### src/rtl/keypad_pkg.sv
// keypad_pkg: shared types, key map and geometry for the 4x4 keypad scanner
package keypad_pkg;
  localparam int COLS = 4;
  localparam int ROWS = 4;
  typedef enum logic [0:0] {S_SCAN = 1'b0, S_EVAL = 1'b1} scan_state_t;
  typedef enum logic [0:0] {D_RELEASED = 1'b0, D_PRESSED = 1'b1} deb_state_t;
  typedef enum logic [1:0] {FC_NONE = 2'd0, FC_SINGLE = 2'd1, FC_MULTI = 2'd2} frame_class_t;
  // Indexed [row][col]; '*' and '#' map to 0xE and 0xF
  localparam logic [3:0] KEYMAP [ROWS][COLS] = '{
    '{4'h1, 4'h2, 4'h3, 4'hA},
    '{4'h4, 4'h5, 4'h6, 4'hB},
    '{4'h7, 4'h8, 4'h9, 4'hC},
    '{4'hE, 4'h0, 4'hF, 4'hD}
  };
endpackage

### src/rtl/keypad_frame_eval.sv
// keypad_frame_eval: classifies a 16-bit frame (bit c*4+r, active-low) into none/single/multi plus key code
module keypad_frame_eval
  import keypad_pkg::*;
(
  input  logic [15:0]  frame,
  output frame_class_t fclass,
  output logic [3:0]   code
);
  logic [4:0] lows;
  logic [3:0] idx;
  always_comb begin
    lows = '0;
    idx  = '0;
    for (int i = 0; i < 16; i++)
      if (!frame[i]) begin
        lows = lows + 5'd1;
        idx  = 4'(i);
      end
    fclass = (lows == 5'd0) ? FC_NONE : (lows == 5'd1) ? FC_SINGLE : FC_MULTI;
    code   = KEYMAP[idx[1:0]][idx[3:2]];
  end
endmodule

### src/rtl/keypad_scan_ctrl.sv
// keypad_scan_ctrl: column scanner with frame debounce and valid/ready key event output
module keypad_scan_ctrl
  import keypad_pkg::*;
#(
  parameter int SETTLE_CYC = 1000,
  parameter int DEB_FRAMES = 8
) (
  input  logic       clk,
  input  logic       rst_n,
  input  logic [3:0] Row,
  output logic [3:0] Col,
  output logic [3:0] key_code,
  output logic       key_valid,
  input  logic       key_ready,
  output logic       key_held,
  output logic       overflow
);
  localparam int PW = $clog2(SETTLE_CYC);
  localparam int CW = $clog2(DEB_FRAMES + 1);
  logic [3:0]    row_m, row_s;
  scan_state_t   sst;
  logic [1:0]    col;
  logic [PW-1:0] phase;
  logic [15:0]   frame;
  deb_state_t    dst, dst_n;
  logic [CW-1:0] cnt, cnt_n, cnt_inc;
  logic [3:0]    cand, cand_n, code;
  frame_class_t  fclass;
  logic          issue;
  assign Col      = ~(4'b0001 << col);
  assign key_held = (dst == D_PRESSED);
  keypad_frame_eval u_eval (.frame(frame), .fclass(fclass), .code(code));
  // Idle rows read high, so the synchronizer and frame clear to all-ones
  always_ff @(posedge clk or negedge rst_n) begin
    if (!rst_n) begin
      row_m <= 4'hF;
      row_s <= 4'hF;
      sst   <= S_SCAN;
      col   <= 2'd0;
      phase <= '0;
      frame <= 16'hFFFF;
    end else begin
      row_m <= Row;
      row_s <= row_m;
      if (sst == S_EVAL) sst <= S_SCAN;
      else if (phase == PW'(SETTLE_CYC - 1)) begin
        frame[{col, 2'b00} +: 4] <= row_s;
        phase <= '0;
        col   <= col + 2'd1;
        if (col == 2'd3) sst <= S_EVAL;
      end else phase <= phase + PW'(1);
    end
  end
  assign cnt_inc = (cnt == CW'(DEB_FRAMES)) ? cnt : cnt + CW'(1);
  always_comb begin
    dst_n  = dst;
    cnt_n  = cnt;
    cand_n = cand;
    issue  = 1'b0;
    if (sst == S_EVAL) begin
      if (dst == D_RELEASED) begin
        cnt_n  = (fclass == FC_SINGLE) ? ((code == cand) ? cnt_inc : CW'(1)) : '0;
        cand_n = (fclass == FC_SINGLE) ? code : cand;
        if (cnt_n == CW'(DEB_FRAMES)) begin
          dst_n = D_PRESSED;
          cnt_n = '0;
          issue = 1'b1;
        end
      end else begin
        cnt_n = (fclass == FC_NONE) ? cnt_inc : '0;
        if (cnt_n == CW'(DEB_FRAMES)) begin
          dst_n = D_RELEASED;
          cnt_n = '0;
        end
      end
    end
  end
  // A new press loads if the slot is empty or being drained this edge; otherwise it is lost
  always_ff @(posedge clk or negedge rst_n) begin
    if (!rst_n) begin
      dst       <= D_RELEASED;
      cnt       <= '0;
      cand      <= '0;
      key_code  <= '0;
      key_valid <= 1'b0;
      overflow  <= 1'b0;
    end else begin
      dst  <= dst_n;
      cnt  <= cnt_n;
      cand <= cand_n;
      if (issue) begin
        if (!key_valid || key_ready) begin
          key_code  <= cand_n;
          key_valid <= 1'b1;
        end else overflow <= 1'b1;
      end else if (key_ready) key_valid <= 1'b0;
    end
  end
endmodule

### config.mk
export PLATFORM = sky130hd
export DESIGN_NAME = keypad_scan_ctrl
export DESIGN_NICKNAME = d
export VERILOG_FILES = /design/src/rtl/keypad_pkg.sv /design/src/rtl/keypad_frame_eval.sv /design/src/rtl/keypad_scan_ctrl.sv
export SDC_FILE = /design/constraint.sdc
export NUM_CORES = 1
export LEC_CHECK = 0
export CORE_ASPECT_RATIO = 0.7
export CORE_MARGIN = 1.5
export CORE_UTILIZATION = 35
export CTS_BUF_LIST = sky130_fd_sc_hd__clkbuf_2 sky130_fd_sc_hd__clkbuf_4 sky130_fd_sc_hd__clkbuf_8
export DETAILED_ROUTE_END_ITERATION = 12
export SETUP_SLACK_MARGIN = 0.1
export SLEW_MARGIN = 15
export SYNTH_ARGS = -nofsm -noshare
export SYNTH_HDL_FRONTEND = slang
export SYNTH_SLANG_ARGS = --single-unit
### constraint.sdc
create_clock -name clk -period 16.2 [get_ports clk]
set_input_delay 1.62 -clock clk [delete_from_list [all_inputs] [get_ports clk]]
set_output_delay 1.62 -clock clk [all_outputs]
set_load 0.05 [all_outputs]
# Yosys cells after proc, flatten, opt, wreduce, memory -nomap -nowiden
# Index checks and enable logic that the tools add are counted.
# op_classes
add_sub_neg	19
n_lt_le_gt_ge	2
n_eq_ne	9
shifts	3
mux	62
n_bitwise	5
n_reduce_logical	9
# op_table
cell	count
2-to-1 mux 4 bit	20
2-to-1 mux 5 bit	15
adder 5 x 1 -> 5 bit (second input constant)	14
binary-select mux 16 bit (select 2 bit)	1
2-to-1 mux 16 bit	2
bitwise mux 16 bit	1
variable shift 4 x 6 -> 16 bit (first input constant)	1
variable part select 4 x 6 -> 16 bit	1
2-to-1 mux 1 bit	13
== test 4 bit (second input constant)	3
2-to-1 mux 3 bit	4
adder 10 x 1 -> 10 bit (second input constant)	1
== test 10 bit (second input constant)	1
2-to-1 mux 10 bit	1
binary-select mux 4 bit (select 2 bit)	1
2-to-1 mux 2 bit	4
AND reduction 2 bit	4
greater-or-equal comparator 3 bit (second input constant)	2
negation 4 -> 6 bit	1
inverter 2 -> 3 bit	2
== test 5 x 1 -> 1 bit (second input constant)	1
zero test 5 bit	1
adder 4 x 1 -> 4 bit (second input constant)	1
== test 4 bit	1
other kinds (12)	13
# word_totals
register_bits	52
inputBits	7
out_inout_bits	11
wordCells	121

# Depth between registers and ports, before layout
# depth
ltp_word	42
mapped_depth	51
ltp_nobuf	51

# By module
# From an unflattened synthesis, not the netlist that was laid out.
# unflattened
cells_unflattened	487
area_unflattened_um2	4317.9
# by_module_without_submodules
mod	instances	cells_each	area_per_inst_um2	seq_area_each_um2
keypad_scan_ctrl	1	219	2352.3	1331.3
keypad_frame_eval	1	268	1965.6	0.0

# Least setup slack after synthesis
# OpenSTA, ideal clock, no wires.
# synth_path
path_type	reg2reg
start	register frame[0]
end	register cand[0]
setup_ns	0.128
t_arrival_ns	9.347
required_ns	16.072
slack_ns	6.726
stages_incl_launch_ff	50
path_buffers	0
period_less_slack_ns	9.474
cell_sequence	dfstp_2 inv_1 ha_1 xnor2_1 ha_1 nand2b_1 nand2_1 ha_1 nand2b_1 nand2_1 ha_1 nand2b_1 o31ai_1 nor2_1 inv_1 ha_1 nor2_1 a21oi_1 [... 14 more ...] ha_1 nor2b_1 a21o_1 ha_1 mux2_2 a31o_2 ha_1 mux2_2 ha_1 mux2i_1 inv_1 ha_1 nor3_1 a31oi_1 nor4b_4 nor2b_2 nand2_1 mux2_1
# synth_between
elab_chain_cells	38
word_cells_on_any_way	39
classes_between	15 x add/sub; 2 x eq/ne; 21 x mux; 1 x reduce/logical
# synth_lines
item	line_no	rtl
start, declared	keypad_scan_ctrl.sv:24	logic [15:0] frame;
start signal, assigned by index	keypad_scan_ctrl.sv:47	frame[{col, 2'b00} +: 4] <= row_s;
2-to-1 mux 1 bit (*)	keypad_frame_eval.sv:15	if (!frame[i]) begin
adder 1 x 1 -> 2 bit	keypad_frame_eval.sv:16	lows = lows + 5'd1;
2-to-1 mux 5 bit (*)	keypad_frame_eval.sv:15	
adder 5 x 1 -> 5 bit	keypad_frame_eval.sv:16	
2-to-1 mux 5 bit (*)	keypad_frame_eval.sv:15	
adder 5 x 1 -> 5 bit	keypad_frame_eval.sv:16	
2-to-1 mux 5 bit (*)	keypad_frame_eval.sv:15	
adder 5 x 1 -> 5 bit	keypad_frame_eval.sv:16	
[... 23 more ...]	--	
== test 5 x 1 -> 1 bit	keypad_frame_eval.sv:19	fclass = (lows == 5'd0) ? FC_NONE : (lows == 5'd1) ? FC_SINGLE : FC_MULTI;
2-to-1 mux 2 bit	keypad_frame_eval.sv:19	
2-to-1 mux 2 bit (*)	keypad_frame_eval.sv:19	
== test 2 x 1 -> 1 bit (*)	keypad_scan_ctrl.sv:63	cand_n = (fclass == FC_SINGLE) ? code : cand;
2-to-1 mux 4 bit (*)	keypad_scan_ctrl.sv:63	
2-to-1 mux 4 bit (*)	keypad_scan_ctrl.sv:61	if (dst == D_RELEASED) begin
2-to-1 mux 4 bit (*)	keypad_scan_ctrl.sv:60	if (sst == S_EVAL) begin
via cand_n[0]	keypad_scan_ctrl.sv:27	logic [3:0] cand, cand_n, code;
end signal, assigned	keypad_scan_ctrl.sv:90	cand <= cand_n;
end, declared	keypad_scan_ctrl.sv:27	
# Mark *: on every way through the listed nets, which the timed path passes. The rest lies on a longest branch.
# A chain may end at the register's enable or synchronous reset.

# Final worst setup path
# layout_path
start	register frame[1]
end	register cand[1]
# layout_between
elab_chain_cells	36
word_cells_on_any_way	59
classes_between	14 x add/sub; 2 x eq/ne; 41 x mux; 1 x bitwise; 1 x reduce/logical
# layout_lines
item	line_no
2-to-1 mux 5 bit	keypad_frame_eval.sv:15
adder 5 x 1 -> 5 bit	keypad_frame_eval.sv:16
2-to-1 mux 5 bit	keypad_frame_eval.sv:15
adder 5 x 1 -> 5 bit	keypad_frame_eval.sv:16
2-to-1 mux 5 bit	keypad_frame_eval.sv:15
adder 5 x 1 -> 5 bit	keypad_frame_eval.sv:16
2-to-1 mux 5 bit	keypad_frame_eval.sv:15
adder 5 x 1 -> 5 bit	keypad_frame_eval.sv:16
[... 20 more ...]	--
2-to-1 mux 5 bit	keypad_frame_eval.sv:15
== test 5 x 1 -> 1 bit	keypad_frame_eval.sv:19
2-to-1 mux 2 bit (2 in a row)	keypad_frame_eval.sv:19
== test 2 x 1 -> 1 bit	keypad_scan_ctrl.sv:63
2-to-1 mux 4 bit (*)	keypad_scan_ctrl.sv:63
2-to-1 mux 4 bit (*)	keypad_scan_ctrl.sv:61
2-to-1 mux 4 bit (*)	keypad_scan_ctrl.sv:60
via cand_n[1]	keypad_scan_ctrl.sv:27
# Mark *: on every way through the listed nets, which the timed path passes. The rest lies on a longest branch. The select of a mux whose other input is x is not followed.

==> impl_metrics.ini <==
[finish]
fin_nets = 496
area_growth_pct = 9.55
final_common_cell = nand2_1
fill_cells = 1188
drive_gt1_share_pct = 14.3
n_antenna_cell = 0
layoutNonFillerInstCount = 624
fin_util_pct = 39.6
final_cell_mix = nand2_1, xnor2_1, dfrtp_1

[global_route]
grt_max_degree = 53
track_usage_pct = 13.4
gr-total-overflow = 0
antenna_found_initial = 0
first_global_vias = 3072
grt_pass1_wl_mm = 14.2

[sta]
finClkSkew_ns = 0.0116
worst_pin_slew_ns = 0.848
fin_crit_ns = 10.39
drv_slew = 0
setup_slack_ns = 5.81
tns_ns = 0
period_share_pct = 64.1
fmax_mhz = 96.3
rsz0062_at_grt = no
whs_ns = 0.361
finalSetupViolCount = 0
slew_headroom_pct = 42.9
hold_violations = 0

[min_path]
hold_class = reg2reg
hold_path_depth = 0

[job]
maxCapViolCount = 0

[logic_synthesis]
ys_seq_area_share_pct = 31.2
synth_edf_count = 0
netlist_area_mm2 = 0.00427
synthArstFlopShare_pct = 100
syn_inst = 458
synth_nets = 488
ys.flop_type = dfrtp_1
synth.avg_cell_area_um2 = 9.32
yosysWarnings = 0
synth-seq-cells = 52
synth.distinct_cells = 77

[placed_design]
place_inst = 616
dp_hpwl_mm = 6.30
port_buffers = 17
dpl_worst_slack_ns = 5.83
finalWeightedCongestion = 0.823

[die]
pin_count = 18
dieArea_mm2 = 0.0129
die_y_um = 95.4
start_util_pct = 36.2
core_area_mm2 = 0.0118
die_x_um = 135
num_rows = 33

[worst_setup_path]
r2r_start = frame[1]$_DFFE_PN1P_
crit_path_max_fanout = 6
crit_path_end = cand[1]$_DFF_PN0_
slowest_delay_ns = 0.57
path_depth = 49
cp-startpoint = frame[1]$_DFFE_PN1P_
worstSetupEndpointType = flop
critPathLaunchType = flop
r2r_setup_slack_ns = 5.81
worstSetupPathType = reg2reg
slowest_stage = dfstp_2
worst_r2r_path_depth = 49
crit_family = adder cells
r2r-end = cand[1]$_DFF_PN0_
worst-path-buf-inv = 3
arrival_ns = 10.57
critPathRequiredTime_ns = 16.38
critPathMostFrequentCell = ha_1

[clock_tree]
postCtsHoldBufs = 0
ctsResizeCount = 0
cts-root-buf = clkbuf_8
tritoncts = done
clockBufferDepth = 2
cts.sink_count = 52
htreeDepth = 2
cts.reportedPaths.clkPinSlew_ns = 0.09
postCtsSetupRepairBufs = 0
cts_inserted_buffers = 5
insertion_delay_ns = 0.30

[routing]
avgViaCountPerCell = 4.93
dr.pass1.iters = 4
avgRoutedWirePerCell_um = 12.8
wl_mm = 7.97
drt_iter0_drc = 124
dr_total_vias = 3078
drc = 0
drt.antenna.violating_nets = 0

[outcome]
status = complete, no violations

[power]
power_density_mw_per_mm2 = 48.2
p_leak_nw = 1.96
peakVddDrop_mv = 0.0332
==> sequential cells by signal (all words and copies together), names as in the netlist <==
register and cells:
row_m 4, key_held 1, phase 10, row_s 4, frame 16, sst 1
cand 4, col 2, key_valid 1, cnt 4, overflow 1, key_code 4
==> routing by layer <==
layer	track usage [%]	vias up	share of wire [%]
met5	0	-	0
met1	19.6	1429	55
li1	-	1610	-
met4	3.67	0	1.2
met2	20.9	28	43
met3	1.49	11	1.3
==> layout make-up <==
class,instances,area (um^2),share of cell area [%]
Timing Repair Buffer,18,173,3.69
Inverter,20,75.1,1.60
Tap cell,157,196,4.20
Multi-Input combinational cell,369,2790,59.6
Clock inverter,1,30.0,0.642
Clock buffer,7,83.8,1.79
Sequential cell,52,1330,28.5
==> stage by stage <==
| stage | total power, W | instance area, um^2 |
|---|---|---|
| finish | 0.000225 | 4680 |
| global route | 0.000235 | 4680 |
| CTS | 0.000229 | 4680 |
| detailed placement | 0.000139 | 4560 |
| global placement | 0.000139 | 4560 |
| floorplan | 0.000135 | 4270 |
==> power breakdown <==
part | switching [W] | internal (W)
Clock | 0.0000391 | 0.0000496
Combinational | 0.00000259 | 0.00000142
Sequential | 0.000000784 | 0.000132
==> synthesized netlist by cell type, drive strengths merged (2+ instances only) <==
cell type / count / share of area [%]
a21oi: 18 / 2.1
o21bai: 2 / 0.35
mux2: 10 / 3.0
a211oi: 2 / 0.35
a21boi: 4 / 0.97
nand3b: 4 / 0.70
nor3b: 5 / 1.1
and2b: 2 / 0.35
dfrtp: 28 / 16
and2: 5 / 0.73
ha: 23 / 6.7
nand4: 4 / 0.59
or2: 2 / 0.29
mux2i: 8 / 2.2
clkbuf: 13 / 1.1
o21ai: 28 / 3.3
inv: 20 / 1.8
a21o: 5 / 0.88
nor2b: 9 / 1.6
nor3: 8 / 1.1
and3: 3 / 0.44
or3: 8 / 1.2
o22ai: 2 / 0.29
nand3: 12 / 1.4
xnor3: 9 / 4.8
dfstp: 24 / 15
nor2: 25 / 2.2
nand2: 72 / 6.3
nor4: 5 / 0.73
a21bo: 2 / 0.47
xor2: 8 / 2.1
buf: 4 / 0.62
o31ai: 3 / 0.53
a211o: 2 / 0.41
nand2b: 15 / 2.4
nor4b: 2 / 0.76
a31oi: 3 / 0.44
xnor2: 37 / 9.2
==> worst min path at each step <==
stage / from / end / slack [ns]
detailed placement: row_m[3]$_DFF_PN1_ / row_s[3]$_DFF_PN1_ / 0.35
global route: row_m[2]$_DFF_PN1_ / row_s[2]$_DFF_PN1_ / 0.37
CTS: row_m[3]$_DFF_PN1_ / row_s[3]$_DFF_PN1_ / 0.36
global placement: row_m[0]$_DFF_PN1_ / row_s[0]$_DFF_PN1_ / 0.35
finish: row_m[3]$_DFF_PN1_ / row_s[3]$_DFF_PN1_ / 0.36
floorplan: row_m[0]$_DFF_PN1_ / row_s[0]$_DFF_PN1_ / 0.35
==> cell families after synthesis <==
logic type,count (synthesis),synth area share [%]
XOR/XNOR,55,16.6
buffers and inverters,37,3.52
multiplexers,18,5.16
flip-flops,52,31.2
adder cells (fa/ha/maj),23,6.74
AO/OA/AOI/OAI,86,13.3
AND/OR/NAND/NOR,187,23.5
(Power assumes the default switching activity.)
